[config.mk]
export PLATFORM = sky130hd
export DESIGN_NAME = cabac_bin_sequencer
export DESIGN_NICKNAME = d
export VERILOG_FILES = /design/src/rtl/cabac_bin_sequencer.sv
export SDC_FILE = /design/constraint.sdc
export NUM_CORES = 1
export LEC_CHECK = 0
export CAP_MARGIN = 30
export CORE_MARGIN = 3
export CORE_UTILIZATION = 53
export DETAILED_ROUTE_END_ITERATION = 6
export GPL_TIMING_DRIVEN = 0
export HOLD_SLACK_MARGIN = 0.03
export PLACE_DENSITY = 0.85
export REMOVE_ABC_BUFFERS = 1
export SLEW_MARGIN = 20
export SYNTH_ARGS = -nofsm -noshare
export SYNTH_HDL_FRONTEND = slang
export SYNTH_SLANG_ARGS = --single-unit
[constraint.sdc]
create_clock -name clk -period 7.19 [get_ports clk]
set_input_delay 1.438 -clock clk [delete_from_list [all_inputs] [get_ports clk]]
set_output_delay 1.438 -clock clk [all_outputs]
set_load 0.02 [all_outputs]
[src/rtl/cabac_bin_sequencer.sv]
// cabac_bin_sequencer: sequences the CABAC arithmetic-decoding engine for one
// slice. It fetches the init bytes and services parser bin requests, including
// bypass bursts, one engine operation at a time, with byte refills when the
// engine runs dry.
module cabac_bin_sequencer #(
    parameter int INIT_BYTES = 2,
    parameter int MAX_BURST  = 32
) (
    input  logic                 clk,
    input  logic                 reset,
    input  logic                 start,
    input  logic                 req_valid,
    output logic                 req_ready,
    input  logic [1:0]           req_mode,
    input  logic [5:0]           req_count,
    output logic                 rsp_valid,
    output logic [MAX_BURST-1:0] rsp_word,
    output logic                 slice_end,
    output logic                 err,
    output logic                 eng_init,
    output logic [31:0]          init_value,
    output logic                 eng_go,
    output logic [1:0]           eng_mode,
    input  logic                 eng_done,
    input  logic                 eng_bin,
    input  logic                 eng_need_byte,
    output logic                 eng_byte_load,
    output logic [7:0]           eng_byte,
    output logic                 byte_req,
    input  logic                 byte_ack,
    input  logic [7:0]           byte_data,
    input  logic                 byte_eof,
    output logic [15:0]          bin_count
);

    localparam logic [2:0] LAST_INIT = 3'(INIT_BYTES - 1);
    localparam logic [1:0] MODE_BYP  = 2'd1;
    localparam logic [1:0] MODE_TERM = 2'd2;

    typedef enum logic [3:0] {
        S_IDLE, S_INIT_FETCH, S_INIT_LOAD, S_READY, S_ISSUE,
        S_WAIT, S_REFILL, S_RESPOND, S_END
    } state_t;

    state_t               state_q, state_d;
    logic [31:0]          init_value_q, init_value_d;
    logic [2:0]           init_cnt_q, init_cnt_d;
    logic [1:0]           mode_q, mode_d;
    logic [5:0]           remaining_q, remaining_d;
    logic [MAX_BURST-1:0] rsp_word_q, rsp_word_d;
    logic [15:0]          bin_count_q, bin_count_d;
    logic                 slice_end_q, slice_end_d;
    logic                 err_q, err_d;
    logic                 bad_rsp_q, bad_rsp_d;

    logic                 req_illegal;
    logic                 more_bins;
    logic                 start_ok;
    logic [7:0]           fetched_byte;

    // Request legality, burst continuation and underflow byte substitution.
    always_comb begin
        req_illegal  = (req_mode == 2'd3) ||
                       ((req_mode == MODE_BYP) &&
                        ((req_count == 6'd0) || ({26'd0, req_count} > 32'(MAX_BURST))));
        more_bins    = (mode_q == MODE_BYP) && (remaining_q > 6'd1);
        start_ok     = start && ((state_q == S_IDLE) || (state_q == S_READY) || (state_q == S_END));
        fetched_byte = byte_eof ? 8'h00 : byte_data;
    end

    // Next-state and register-update logic for the sequencer.
    always_comb begin
        state_d      = state_q;
        init_value_d = init_value_q;
        init_cnt_d   = init_cnt_q;
        mode_d       = mode_q;
        remaining_d  = remaining_q;
        rsp_word_d   = rsp_word_q;
        bin_count_d  = bin_count_q;
        slice_end_d  = slice_end_q;
        err_d        = err_q;
        bad_rsp_d    = 1'b0;

        if (start_ok) begin
            state_d      = S_INIT_FETCH;
            init_value_d = 32'd0;
            init_cnt_d   = 3'd0;
            bin_count_d  = 16'd0;
            slice_end_d  = 1'b0;
            err_d        = 1'b0;
        end else begin
            case (state_q)
                S_INIT_FETCH: begin
                    if (byte_ack) begin
                        init_value_d = {init_value_q[23:0], fetched_byte};
                        init_cnt_d   = init_cnt_q + 3'd1;
                        if (byte_eof) err_d = 1'b1;
                        if (init_cnt_q == LAST_INIT) state_d = S_INIT_LOAD;
                    end
                end
                S_INIT_LOAD: state_d = S_READY;
                S_READY: begin
                    if (req_valid) begin
                        rsp_word_d = '0;
                        if (req_illegal) begin
                            err_d     = 1'b1;
                            bad_rsp_d = 1'b1;
                        end else begin
                            mode_d      = req_mode;
                            remaining_d = (req_mode == MODE_BYP) ? req_count : 6'd1;
                            state_d     = S_ISSUE;
                        end
                    end
                end
                S_ISSUE: state_d = S_WAIT;
                S_WAIT: begin
                    if (eng_done) begin
                        rsp_word_d  = {rsp_word_q[MAX_BURST-2:0], eng_bin};
                        bin_count_d = (bin_count_q == 16'hFFFF) ? bin_count_q : bin_count_q + 16'd1;
                        if (eng_need_byte) begin
                            state_d = S_REFILL;
                        end else if (more_bins) begin
                            remaining_d = remaining_q - 6'd1;
                            state_d     = S_ISSUE;
                        end else begin
                            state_d = S_RESPOND;
                        end
                    end
                end
                S_REFILL: begin
                    if (byte_ack) begin
                        if (byte_eof) err_d = 1'b1;
                        if (more_bins) begin
                            remaining_d = remaining_q - 6'd1;
                            state_d     = S_ISSUE;
                        end else begin
                            state_d = S_RESPOND;
                        end
                    end
                end
                S_RESPOND: begin
                    if ((mode_q == MODE_TERM) && rsp_word_q[0]) begin
                        slice_end_d = 1'b1;
                        state_d     = S_END;
                    end else begin
                        state_d = S_READY;
                    end
                end
                default: state_d = state_q;
            endcase
        end
    end

    // State and datapath registers; reset returns everything to zero/IDLE.
    always_ff @(posedge clk or posedge reset) begin
        if (reset) begin
            state_q      <= S_IDLE;
            init_value_q <= 32'd0;
            init_cnt_q   <= 3'd0;
            mode_q       <= 2'd0;
            remaining_q  <= 6'd0;
            rsp_word_q   <= '0;
            bin_count_q  <= 16'd0;
            slice_end_q  <= 1'b0;
            err_q        <= 1'b0;
            bad_rsp_q    <= 1'b0;
        end else begin
            state_q      <= state_d;
            init_value_q <= init_value_d;
            init_cnt_q   <= init_cnt_d;
            mode_q       <= mode_d;
            remaining_q  <= remaining_d;
            rsp_word_q   <= rsp_word_d;
            bin_count_q  <= bin_count_d;
            slice_end_q  <= slice_end_d;
            err_q        <= err_d;
            bad_rsp_q    <= bad_rsp_d;
        end
    end

    assign req_ready     = (state_q == S_READY);
    assign rsp_valid     = (state_q == S_RESPOND) || bad_rsp_q;
    assign rsp_word      = rsp_word_q;
    assign slice_end     = slice_end_q;
    assign err           = err_q;
    assign eng_init      = (state_q == S_INIT_LOAD);
    assign init_value    = init_value_q;
    assign eng_go        = (state_q == S_ISSUE);
    assign eng_mode      = mode_q;
    assign byte_req      = (state_q == S_INIT_FETCH) || (state_q == S_REFILL);
    assign eng_byte_load = (state_q == S_REFILL) && byte_ack;
    assign eng_byte      = eng_byte_load ? fetched_byte : 8'h00;
    assign bin_count     = bin_count_q;

endmodule

==> results.cfg <==
[run_status]
status = completed

[power]
power_mw = 1.95
switching_share_pct = 41.5
p_per_area_nw_per_um2 = 307
irDropWorstVdd_v = 0.000180
p_leak_nw = 2.68
power_frac_comb_pct = 42.4
netSwitchingPower_uw = 808
seqPwrFrac_pct = 40.0
intPower_mw = 1.14
clockPowerShare_pct = 17.6

[logic_synthesis]
yosysWarnings = 0
syn_area_sq_um = 4860
syn_inst = 535
synth_edf_count = 0
async_flop_share_pct = 100
yosys.area.top_type = dfrtp_1
synth_top_area_share_pct = 50.4
ys.flop_type = dfrtp_1
ys_ff_latch = 98
ys_seq_area_share_pct = 50.4
synth_cell_types = 60
syn_area_per_cell_sq_um = 9.09
yosys-top-cells-area = dfrtp_1, nand2_1, o21ai_1

[detailed_routing]
routed_wl_mm = 11.6
drt-vias-per-instance = 5.60
drtIter0Drc = 274
drcViolationCount = 0
ant_nets = 0
vias = 4208
wl_per_cell_um = 15.4
dr.pass1.iters = 5

[sta]
fin_crit_sh_pct = 69.7
max_slew_margin_pct = 49.3
fmax_mhz = 200
slew_violations = 0
final.min_clock_period_ns = 5.01
rsz0062_at_grt = no
clock_skew_ns = 0.0128
tightest_slew_ns = 0.760
hold_viol = 0
setup_ws_ns = 2.18
setup_tns_ns = 0
final-setup-viol-count = 0

[die]
die-area_sq_um = 10400
initial_core_util_pct = 55.2
core_sq_um = 8810
row_count = 34
die_w_um = 102
ios = 123
die_y_um = 102

[setup_path]
endpoint_kind = output port
path_max_fanout = 9
crit_family = buffers and inverters
critical-path-max-stage-delay_ns = 0.71
cp.required_ns = 5.75
cp-start-kind = primary input
crit_slowest_cell = or4_1
path_common_cell = clkdlybuf4s50_1
crit_type = in2out
worstPathArrival_ns = 3.57
path_cells = clkdlybuf4s50_1, inv_1, or4_1, nor2_1, clkdlybuf4s50_1
worstPathBufferInverterCount = 3
r2r_slack_ns = 4.33

[cells_and_area]
final_area_sq_um = 6330
fin_cells = 752
drive_gt1_share_pct = 5.28
multi_input_area_sq_um = 2180
area_growth_pct = 30.3
antenna_cells = 0
seqCellArea_sq_um = 2450
fill_cells = 695
fin_nets = 669

[cts]
cts_buffers = 9
htree_levels = 3
cts_root_buf = clkbuf_8
cts_tree = done
clk_pin_slew_ns = 0.09
post_cts_buffers = 0
ctsResizeCount = 0
cts_hold_buffers = 0
clock_latency_ns = 0.36
clock-sinks = 98
cts_buffer_depth = 2

[place]
post_dp_cell_area_sq_um = 6130
post-place-ws_ns = 2.19
gp_congestion = 0.921
dpl.cell_count = 735
dpl.hpwl_mm = 8.23
io_buffers = 122

[global_route]
grt_pass1_wl_mm = 18.9
grt_max_degree = 83
antenna_found_initial = 0
grt_pass1_vias = 3907
grt_util_all_layers_pct = 22.9
grt_overflow = 0

[job]
cap_violations = 0

[worst_hold_path]
hp-class = reg2reg
==> layout make-up <==
| class | count | share of cell area (%) |
|---|---|---|
| Sequential cell | 98 | 38.7 |
| Multi-Input combinational cell | 388 | 34.4 |
| Timing Repair Buffer | 128 | 20.9 |
| Clock buffer | 11 | 2.23 |
| Tap cell | 108 | 2.13 |
| Inverter | 14 | 0.909 |
| Clock inverter | 5 | 0.711 |
==> metal layers <==
layer	vias to the layer above	global-route usage (%)	part of all wire, %
li1	2052	-	-
met1	2030	30.3	44
met2	115	38.6	50
met3	11	3.65	4.6
met4	0	7.46	1.3
met5	-	0	0
==> cell usage in the layout (no fill, tap or decap), drive strengths merged, types with 7 or more instances in the layout <==
master,n
dfrtp,98
clkdlybuf4s50,122
a21oi,16
nor3,7
nand2b,11
xnor2,12
nand3,33
o21ai,40
inv,18
clkbuf,11
nand2,135
o22ai,9
nor2,29
==> worst min-delay path: cells and delay by family, from the launching register on <==
family	cells	cell delay (ns)
flip-flops	1	0.37
AND/OR/NAND/NOR	2	0.11
==> cells in the mapped netlist (6+ instances only) <==
library cell and n:
clkbuf_1 13, nor2_1 29, a31oi_1 6, nand4_1 6
buf_4 7, buf_2 11, a21o_1 6, a21oi_1 14
nor3_1 7, inv_1 14, o21ai_1 35, dfrtp_1 98
nand2_1 135, xnor2_1 12, o22ai_1 9, nand3_1 33
nand2b_1 11
==> flip-flops by register name (all words and copies together), names as in the netlist, 2 cells and up <==
| register | cells |
|---|---|
| bin_count | 16 |
| eng_mode | 2 |
| init_cnt_q | 3 |
| init_value | 32 |
| remaining_q | 6 |
| rsp_word | 32 |
| state_q | 4 |
==> through the flow <==
step | hold WS [ns] | utilization [%]
6_report | 0.502 | 71.9
3_3_place_gp | 0.466 | 68.5
2_1_floorplan | 0.481 | -
4_1_cts | 0.499 | 71.8
3_5_place_dp | 0.478 | 69.7
5_1_grt | 0.528 | 71.9
==> kinds of logic (layout without fill, tap and decap cells) <==
group | count (synthesis) | count (layout) | synth area share [%]
xor+xnor | 14 | 14 | 2.68
simple gates | 263 | 263 | 25.8
flops | 98 | 98 | 50.4
compound gates | 100 | 100 | 13.6
mux | 6 | 6 | 1.29
fa+ha+maj | 5 | 5 | 1.29
buf+inv | 49 | 158 | 4.92
==> power groups by stage <==
| stage | Sequential (mW) | Clock [mW] | Combinational (mW) |
|---|---|---|---|
| 5_1_grt | 0.797 | 0.375 | 0.902 |
| 4_1_cts | 0.777 | 0.350 | 0.823 |
| 6_report | 0.779 | 0.342 | 0.826 |
| 2_1_floorplan | 0.844 | 0 | 0.416 |
| 3_3_place_gp | 0.778 | 0 | 0.769 |
| 3_5_place_dp | 0.788 | 0 | 0.820 |
==> path summary, 6_finish.rpt <==
kind                                start              to  cells past startpoint
max in group asynchronous           reset   init_value[5]                      3
min reg2reg                init_value[15]  init_value[23]                      2
min                        init_value[15]  init_value[23]                      2
max                              byte_ack     eng_byte[1]                      5
min in group asynchronous           reset    rsp_word[15]                      2
max reg2reg                    state_q[2]    rsp_word[27]                      6
No activity file was read; power rests on OpenSTA's default activity.
==> RTL change: new RTL, same flow settings <==
Register the output `bin_count` once more, without a reset; this adds one clock of latency there. The other outputs are not delayed to match.
--- a/src/rtl/cabac_bin_sequencer.sv
+++ b/src/rtl/cabac_bin_sequencer.sv
@@ -192,3 +192,5 @@
     assign eng_byte      = eng_byte_load ? fetched_byte : 8'h00;
-    assign bin_count     = bin_count_q;
+    always_ff @(posedge clk) begin
+        bin_count <= bin_count_q;
+    end
 
Function: changed (Yosys sat finds a counterexample within 10 cycles, from zero or initial values and one cycle with reset high).
==> RTL change against the unedited design <==
Total power up 16%. Combinational power down 18%. Sequential cell count up 16. Setup slack better by 0.32 ns. Routed wire length up 15%. Cell area up 11%. Via count up 9.2%. Area after synthesis up 4.8%. Largest power group is now clock.
==> RTL change: results (changes against the unedited design) <==
----------------------------------------------------
[Clock tree]
  Clock Pin Slew Worst Setup and Hold Paths ... 0.06 ns (was 0.09 ns)
  Number of buffers added by the clock tree synthesis step ... 17 (was 9)
  CTS H-tree lvls ... 4 (was 3)
  Clock latency of the later-clocked register in the worst-skew pair ... 0.51 ns (was 0.36 ns)

[Power]
  Switching portion of total power ... 35.4% (was 41.5%)
  Lkg Pwr ... 3.05 nW (was 2.68 nW)

[Global routing]
  Global-route met1 utilization ... 32.3% (was 30.3%)
  Pin count of the biggest net entering global routing ... 58 (was 83)
  Routing usage on met2 ... 41.0% (was 38.6%)
  Global-route wire length before repair ... 22400 um (was 18900 um)
  Vias in the first global route ... 4564 (was 3907)
  All-Layer GR Usage ... 25.2% (was 22.9%)

[Final layout]
  # nets final ... 698 (was 669)
  Area occupied by multi-input gates ... 2180 um^2 (about the same)
  Fraction of layout cells with a size suffix above 1 ... 8.66% (was 5.28%)
  # fillers ... 653 (was 695)
  Cell Count, Final, Fillers Out ... 810 (was 752)

[STA]
  Least-Margin Pin Slew ... 0.859 ns (was 0.760 ns)
  Post-Route Skew ... 0.00934 ns (was 0.0128 ns)

[Place]
  Post-detailed-placement cell area ... 6460 um^2 (was 6130 um^2)
  Final weighted congestion in routability-driven placement ... 0.921 (about the same)
  Setup WS pre-CTS ... 2.54 ns (was 2.19 ns)
  DP Wirelength ... 8670 um (was 8230 um)
  Cell count after placement ... 777 (was 735)

[Detailed routing]
  DRT iter0 DRCs ... 306 (was 274)
  Detailed-route wire length on metal 1 ... 5270 um (was 5130 um)
  Detailed-router iteration count before antenna repair ... 6 (was 5)
  Final WL ... 13300 um (was 11600 um)
  Routed met2 length ... 6650 um (was 5740 um)
  Per-cell via count in the routed design ... 5.68 (was 5.60)

[Yosys]
  Parity-gate share of the synthesized area counting xor and xnor cells ... 1.38% (was 2.68%)
  Distinct cells, synth ... 52 (was 60)
  Proportion of register bits with asynchronous set or reset after synthesis ... 86.0% (was 100%)
  Share of the synthesized area in compound gates (AO/OA/AOI/OAI) ... 11.6% (was 13.6%)
  Synthesized-area fraction occupied by adder cells ... 1.23% (was 1.29%)
  Top cell types by occurrence after synthesis ... sky130_fd_sc_hd__nand2_1 (145), sky130_fd_sc_hd__dfrtp_1 (98), sky130_fd_sc_hd__a21oi_1 (49) (was sky130_fd_sc_hd__nand2_1 (135), sky130_fd_sc_hd__dfrtp_1 (98), sky130_fd_sc_hd__o21ai_1 (35))
  Number of standard cells after synthesis ... 551 (was 535)
  Multiplexer area fraction after synthesis ... 1.92% (was 1.29%)
  Leading post-synthesis cells by cell area ... sky130_fd_sc_hd__dfrtp_1 (48%), sky130_fd_sc_hd__nand2_1 (11%), sky130_fd_sc_hd__dfxtp_1 (6.3%) (was sky130_fd_sc_hd__dfrtp_1 (50%), sky130_fd_sc_hd__nand2_1 (10%), sky130_fd_sc_hd__o21ai_1 (3.6%))

[Setup path]
  Longest individual stage delay on the worst path ... 0.67 ns (was 0.71 ns)

[Outcome]
  Run status ... complete, no violations (unchanged)

----------------------------------------------------
-- RTL change: cell type report --
| class | instances | share of cell area (%) |
|---|---|---|
| repair buffers | 129 | 18.9 |
| clock buffers | 18 | 6.23 |
| clock inverters | 14 | 1.83 |
| inverters | 9 | 0.550 |
| well taps | 129 | 2.29 |
| multi-input cells | 397 | 30.9 |
| flip-flops and latches | 114 | 39.3 |
-- RTL change: worst register-to-register path: stages, from the launching register on --
cell and delay, ns:
sky130_fd_sc_hd__dfrtp_1 0.58, sky130_fd_sc_hd__and4bb_2 0.96, sky130_fd_sc_hd__nand3_1 0.22, sky130_fd_sc_hd__a21oi_1 0.49
sky130_fd_sc_hd__a21oi_1 0.19, sky130_fd_sc_hd__a31o_2 0.26
-- RTL change: worst paths after layout --
path                                             start                          to  slack (ns)  cells past startpoint
max                                           byte_ack                 eng_byte[2]        2.50                      4
min in group asynchronous                        reset   init_value[5]$_DFFE_PP0P_        1.30                      2
min                        bin_count_q[15]$_DFFE_PP0P_       bin_count[15]$_DFF_P_        0.42                      0
max in group asynchronous                        reset  bin_count_q[0]$_DFFE_PP0P_        5.29                      3
min reg2reg                bin_count_q[15]$_DFFE_PP0P_       bin_count[15]$_DFF_P_        0.42                      0
max reg2reg                     state_q[1]$_DFFE_PP0P_  bin_count_q[7]$_DFFE_PP0P_        4.38                      5
-- RTL change: power groups by stage --
stage / Sequential [mW] / Clock, mW / Combinational (mW)
after global placement: 0.785 / 0 / 0.595
after detailed placement: 0.794 / 0 / 0.655
after floorplan: 0.816 / 0 / 0.352
after CTS: 0.783 / 0.797 / 0.666
final: 0.785 / 0.789 / 0.676
after global routing: 0.796 / 0.830 / 0.729
